File: config.mk
export PLATFORM = sky130hd
export DESIGN_NAME = gmii_tx_arbiter
export DESIGN_NICKNAME = d
export VERILOG_FILES = /design/src/rtl/eth_tx_pkg.sv /design/src/rtl/gmii_tx_arbiter.sv
export SDC_FILE = /design/constraint.sdc
export NUM_CORES = 1
export LEC_CHECK = 0
export BUFFER_PORTS_ARGS = -buffer_cell sky130_fd_sc_hd__buf_2
export CORE_UTILIZATION = 25
export DETAILED_ROUTE_END_ITERATION = 6
export GPL_ROUTABILITY_DRIVEN = 0
export PLACE_DENSITY = 0.53
export SLEW_MARGIN = 30
export SYNTH_ARGS = -nofsm -noshare
export SYNTH_HDL_FRONTEND = slang
export SYNTH_SLANG_ARGS = --single-unit
File: constraint.sdc
create_clock -name gmii_txc -period 3.2 [get_ports gmii_txc]
set_clock_uncertainty 0.2 [all_clocks]
set_input_delay 0.32 -clock gmii_txc [delete_from_list [all_inputs] [get_ports gmii_txc]]
set_output_delay 0.32 -clock gmii_txc [all_outputs]
set_load 0.01 [all_outputs]
File: src/rtl/eth_tx_pkg.sv
// Shared types and default constants for the GMII transmit path.
// Latency: n/a (declarations only).
// Backpressure: n/a (declarations only).
package eth_tx_pkg;

    // Arbiter FSM states.
    typedef enum logic [1:0] {
        ST_IDLE  = 2'd0,
        ST_START = 2'd1,
        ST_XFER  = 2'd2,
        ST_IFG   = 2'd3
    } tx_state_t;

    // Owner of the transmit path; this encoding is visible on the owner port.
    typedef enum logic [1:0] {
        OWN_NONE = 2'b00,
        OWN_ARP  = 2'b01,
        OWN_UDP  = 2'b10
    } tx_owner_t;

    localparam int ETH_IFG_CYC    = 12;
    localparam int ETH_TX_TIMEOUT = 2048;

endpackage

File: src/rtl/gmii_tx_arbiter.sv
// Shares one GMII transmit path between the ARP and UDP transmit engines (round-robin on ties).
// Latency: request in IDLE -> start pulse next cycle; engine byte -> gmii_* one cycle later.
// Backpressure: none on the byte stream; engines hold a level request until their start pulse.
//
// Ports:
//   gmii_txc, rst                       clock, asynchronous active-high reset
//   arp_req/udp_req                     level requests, sampled only in IDLE
//   arp_start/udp_start                 one-cycle grant pulse to the winning engine
//   arp_done/udp_done                   end-of-frame pulse; only the owner's is honoured
//   arp_gmii_tx_en/txd, udp_gmii_tx_en/txd  engine byte streams
//   gmii_tx_en, gmii_txd                registered muxed stream; txd is 0 while tx_en is 0
//   owner                               00 none, 01 ARP, 10 UDP
//   busy                                high outside IDLE
//   timeout_err                         one-cycle pulse when a frame is aborted
module gmii_tx_arbiter
    import eth_tx_pkg::*;
#(
    parameter int IFG_CYC     = ETH_IFG_CYC,
    parameter int TIMEOUT_CYC = ETH_TX_TIMEOUT,
    parameter int CNT_W       = 12
) (
    input  logic       gmii_txc,
    input  logic       rst,
    input  logic       arp_req,
    input  logic       udp_req,
    output logic       arp_start,
    output logic       udp_start,
    input  logic       arp_done,
    input  logic       udp_done,
    input  logic       arp_gmii_tx_en,
    input  logic [7:0] arp_gmii_txd,
    input  logic       udp_gmii_tx_en,
    input  logic [7:0] udp_gmii_txd,
    output logic       gmii_tx_en,
    output logic [7:0] gmii_txd,
    output logic [1:0] owner,
    output logic       busy,
    output logic       timeout_err
);

    localparam logic [CNT_W-1:0] TIMEOUT_LAST = CNT_W'(TIMEOUT_CYC - 1);
    localparam logic [CNT_W-1:0] IFG_LAST     = CNT_W'(IFG_CYC);

    tx_state_t        state_q, state_d;
    tx_owner_t        owner_q, owner_d;
    tx_owner_t        last_owner_q, last_owner_d;
    logic [CNT_W-1:0] cnt_q, cnt_d;
    logic             timeout_d;

    logic             mux_en;
    logic [7:0]       mux_txd;
    logic             owner_done;

    // Select the owner's stream and done. Outside XFER the mux is held at
    // zero, which is what drains gmii_tx_en low during the inter-frame gap.
    always_comb begin
        mux_en     = 1'b0;
        mux_txd    = '0;
        owner_done = 1'b0;
        if (state_q == ST_XFER) begin
            case (owner_q)
                OWN_ARP: begin
                    mux_en     = arp_gmii_tx_en;
                    mux_txd    = arp_gmii_txd;
                    owner_done = arp_done;
                end
                OWN_UDP: begin
                    mux_en     = udp_gmii_tx_en;
                    mux_txd    = udp_gmii_txd;
                    owner_done = udp_done;
                end
                default: ;
            endcase
        end
        if (!mux_en) begin
            mux_txd = '0;
        end
    end

    // Next-state logic. One counter is reused: XFER timeout, then IFG length.
    always_comb begin
        state_d      = state_q;
        owner_d      = owner_q;
        last_owner_d = last_owner_q;
        cnt_d        = cnt_q;
        timeout_d    = 1'b0;
        case (state_q)
            ST_IDLE: begin
                if (arp_req && udp_req) begin
                    // Tie: the engine not served last wins.
                    owner_d = (last_owner_q == OWN_ARP) ? OWN_UDP : OWN_ARP;
                    state_d = ST_START;
                end else if (arp_req) begin
                    owner_d = OWN_ARP;
                    state_d = ST_START;
                end else if (udp_req) begin
                    owner_d = OWN_UDP;
                    state_d = ST_START;
                end
            end
            ST_START: begin
                // Done is not looked at here; the engine has not sent a byte yet.
                state_d = ST_XFER;
                cnt_d   = '0;
            end
            ST_XFER: begin
                if (owner_done) begin
                    state_d      = ST_IFG;
                    last_owner_d = owner_q;
                    cnt_d        = '0;
                end else if (cnt_q == TIMEOUT_LAST) begin
                    state_d      = ST_IFG;
                    last_owner_d = owner_q;
                    cnt_d        = '0;
                    timeout_d    = 1'b1;
                end else begin
                    cnt_d = cnt_q + CNT_W'(1);
                end
            end
            ST_IFG: begin
                // IFG_CYC+1 cycles here: the first one still shows the last
                // forwarded byte, leaving IFG_CYC low cycles after it.
                if (cnt_q == IFG_LAST) begin
                    state_d = ST_IDLE;
                    owner_d = OWN_NONE;
                    cnt_d   = '0;
                end else begin
                    cnt_d = cnt_q + CNT_W'(1);
                end
            end
            default: begin
                state_d = ST_IDLE;
                owner_d = OWN_NONE;
                cnt_d   = '0;
            end
        endcase
    end

    always_ff @(posedge gmii_txc or posedge rst) begin
        if (rst) begin
            state_q      <= ST_IDLE;
            owner_q      <= OWN_NONE;
            last_owner_q <= OWN_UDP;   // ARP wins the first tie
            cnt_q        <= '0;
            timeout_err  <= 1'b0;
            gmii_tx_en   <= 1'b0;
            gmii_txd     <= '0;
        end else begin
            state_q      <= state_d;
            owner_q      <= owner_d;
            last_owner_q <= last_owner_d;
            cnt_q        <= cnt_d;
            timeout_err  <= timeout_d;
            gmii_tx_en   <= mux_en;
            gmii_txd     <= mux_txd;
        end
    end

    // Start pulses decode registered state only, so reset clears them at once.
    assign arp_start = (state_q == ST_START) && (owner_q == OWN_ARP);
    assign udp_start = (state_q == ST_START) && (owner_q == OWN_UDP);
    assign owner     = owner_q;
    assign busy      = (state_q != ST_IDLE);

endmodule

==> flow_metrics.env <==
export IMPL_leakage_nw=0.917
export IMPL_hp_class="primary input to register"
export IMPL_setup_tns_ns=0
export IMPL_io_pins=39
export IMPL_die_y_um=80.4
export IMPL_setup_slack_ns=0.515
export IMPL_vias=1313
export IMPL_dr_first_iter_drc_count=58
export IMPL_die_w_um=80.4
export IMPL_worstPathCellList="inv_1, ha_1, a22oi_1, o21ai_0, o21ai_2, a21o_1, mux2_4"
export IMPL_fmax_mhz=372
export IMPL_path_max_fanout=11
export IMPL_die_area_um2=6470
export IMPL_clkLatencyLatePin_ns=0.28
export IMPL_initial_utilization_pct=26.0
export IMPL_cts_sinks=28
export IMPL_setup_worst_path_start_class="register"
export IMPL_critical_path_startpoint="owner[0]$_DFFE_PP0P_"
export IMPL_grt_pass1_wl_um=5870
export IMPL_via_per_inst=4.81
export IMPL_path_clk_slew_ns=0.10
export IMPL_ant_nets=0
export IMPL_cts_resized=0
export IMPL_gr_usage_all_layers_pct=11.6
export IMPL_cap_viol_max_count=0
export IMPL_syn_to_final_growth_pct=22.8
export IMPL_r2r_cells=7
export IMPL_slew_headroom_pct=48.4
export IMPL_first_pass_iters=4
export IMPL_cp_end_kind="register"
export IMPL_syn_avg_cell_area_um2=9.67
export IMPL_worst_pin_slew_ns=0.773
export IMPL_drive_above_1_share_pct=25.8
export IMPL_synth_nets=192
export IMPL_finalCriticalPeriod_ns=2.69
export IMPL_r2r_slack_ns=0.51
export IMPL_status="completed"
export IMPL_slowest_delay_ns=0.58
export IMPL_peakVddDrop_mv=0.161
export IMPL_synthesis_area_um2=1540
export IMPL_hold_violations=0
export IMPL_r2r_end="state_q[1]$_DFFE_PP0P_"
export IMPL_drv_slew=0
export IMPL_cts_root_buffer="clkbuf_8"
export IMPL_cp_endpoint="state_q[1]$_DFFE_PP0P_"
export IMPL_setup_violations_final=0
export IMPL_pre_cts_ws_ns=0.578
export IMPL_grt_pass1_vias=1330
export IMPL_p_per_area_nw_per_um2=350
export IMPL_rows=28
export IMPL_wl_um=3330
export IMPL_yosysWarningCount=0
export IMPL_dp_hpwl_um=2490
export IMPL_core_um2=5920
export IMPL_fillers=610
export IMPL_post_drt_wl_per_cell_um=12.2
export IMPL_yosysSeqAreaShare_pct=45.6
export IMPL_clk_path_buf_depth=2
export IMPL_cts_tree="done"
export IMPL_postSynthCellCount=159
export IMPL_cp_slowest_cell="o21ai_0"
export IMPL_timing_rr_start="owner[0]$_DFFE_PP0P_"
export IMPL_path_class="register to register"
export IMPL_ys_types=32
export IMPL_fin_util_pct=31.9
export IMPL_cts_htree_levels=1
export IMPL_num_nets_final=232
export IMPL_grt_max_degree=29
export IMPL_grt_overflow_total=0
export IMPL_diodes=0
export IMPL_grt_setup_unrepaired="no"
export IMPL_drcViolationCount=0
export IMPL_critPathArrivalTime_ns=2.65
export IMPL_io_buffers=38
export IMPL_timing_final_crit_share_pct=83.9
export IMPL_synth_seq_cells=28
export IMPL_numCtsBuffers=3
export IMPL_crit_required_ns=3.17
export IMPL_antenna_found_initial=0
==> state kept, by name, indices dropped and copies added (netlist names) <==
register	count
state_q	2
cnt_q	12
gmii_tx_en	1
owner	2
last_owner_q	2
gmii_txd	8
timeout_err	1
==> cell usage after synthesis, drive strengths merged <==
library cell	count	area share, %
mux2i	1	0.65
or4b	1	0.89
a22o	6	3.4
nand2	13	3.2
and2	2	0.81
a21oi	6	2.0
o21ai	12	4.1
or3	3	1.2
mux2	3	2.4
o41ai	1	1.8
and3	2	0.81
dfstp	1	1.7
ha	9	7.3
nand4b	1	0.57
nand4	3	1.2
o22ai	1	0.41
o31a	2	1.1
inv	10	2.4
a21o	7	3.4
nand3b	1	0.49
dfrtp	27	44
or4	2	0.98
nor2	19	4.6
a22oi	10	4.9
clkbuf	4	0.98
or2	1	0.41
nor3	4	1.3
and4	2	1.1
nand3	4	1.3
nor4	1	0.41
==> area by class of cell <==
class,count,area [µm²],area share [%]
Timing Repair Buffer,39,200,10.6
Clock inverter,1,30.0,1.59
Clock buffer,3,41.3,2.19
Sequential cell,28,702,37.2
Tap cell,75,93.8,4.97
Multi-Input combinational cell,117,783,41.5
Inverter,10,37.5,1.99
==> power breakdown <==
group	internal, mW	leakage (nW)	switching (mW)
clock	0.168	0.0357	0.115
combinational	0.0120	0.519	0.0131
sequential	0.354	0.362	0
==> per-layer routing <==
metal | GRT usage [%] | vias to the layer above | wire, µm
li1 | - | 653 | -
met1 | 14.6 | 622 | 1600
met2 | 19.2 | 36 | 1520
met3 | 3.75 | 2 | 201
met4 | 2.14 | 0 | 17
met5 | 0 | - | 0
==> through the flow <==
stage,power (mW),hold WS [ns],instance area (µm²),instances
2_1_floorplan,0.369,0.185,1540,159
3_3_place_gp,0.385,0.282,1810,268
3_5_place_dp,0.386,0.237,1810,268
4_1_cts,0.674,0.0685,1890,273
5_1_grt,0.684,0.0756,1890,273
6_report,0.661,0.0773,1890,273
==> cells by family after synthesis <==
group,after synthesis,synth area share (%)
and+or+nand+nor,59,19.4
DFF,28,45.6
buffers and inverters,14,3.42
AOI/OAI and AO/OA,45,21.2
adders and majority gates,9,7.32
muxes,4,3.09
==> critical path, delay by kind of cell, from the launching register on <==
family / cells / cell delay, ns
compound gates: 4 / 1.17
fa+ha+maj: 1 / 0.37
buf+inv: 1 / 0.10
flops: 1 / 0.44
mux: 1 / 0.30
==> worst min-delay path by stage <==
stage / from / endpoint / slack (ns) / cells past startpoint
5_1_grt: arp_gmii_txd[4] / gmii_txd[4]$_DFF_PP0_ / 0.08 / 3
2_1_floorplan: rst / cnt_q[0]$_DFFE_PP0P_ / 0.18 / 1
6_report: arp_gmii_txd[7] / gmii_txd[7]$_DFF_PP0_ / 0.08 / 3
3_5_place_dp: rst / gmii_txd[5]$_DFF_PP0_ / 0.24 / 2
3_3_place_gp: last_owner_q[1]$_DFFE_PP1P_ / last_owner_q[1]$_DFFE_PP1P_ / 0.28 / 2
4_1_cts: arp_gmii_txd[4] / gmii_txd[4]$_DFF_PP0_ / 0.07 / 3
==> layout by cell type (no fill, tap or decap), types with 2 or more instances in the layout <==
cell	n
buf_2	38
dfrtp_1	27
nor2_1	19
nand2_1	13
o21ai_0	11
a22oi_1	10
inv_1	9
ha_1	9
a21o_1	7
a21oi_1	6
a22o_1	6
nor3_1	4
nand3_1	4
nand4_1	3
or3_1	3
clkbuf_8	3
or4_1	2
o31a_1	2
and4_1	2
and2_1	2
and3_1	2
mux2_2	2
==> what timing repair did <==
action,in CTS,in global routing
hold buffers,1,0
hold endpoints to repair,27,0
buffers inserted,0,0
Power figures use the tool's default switching activity.
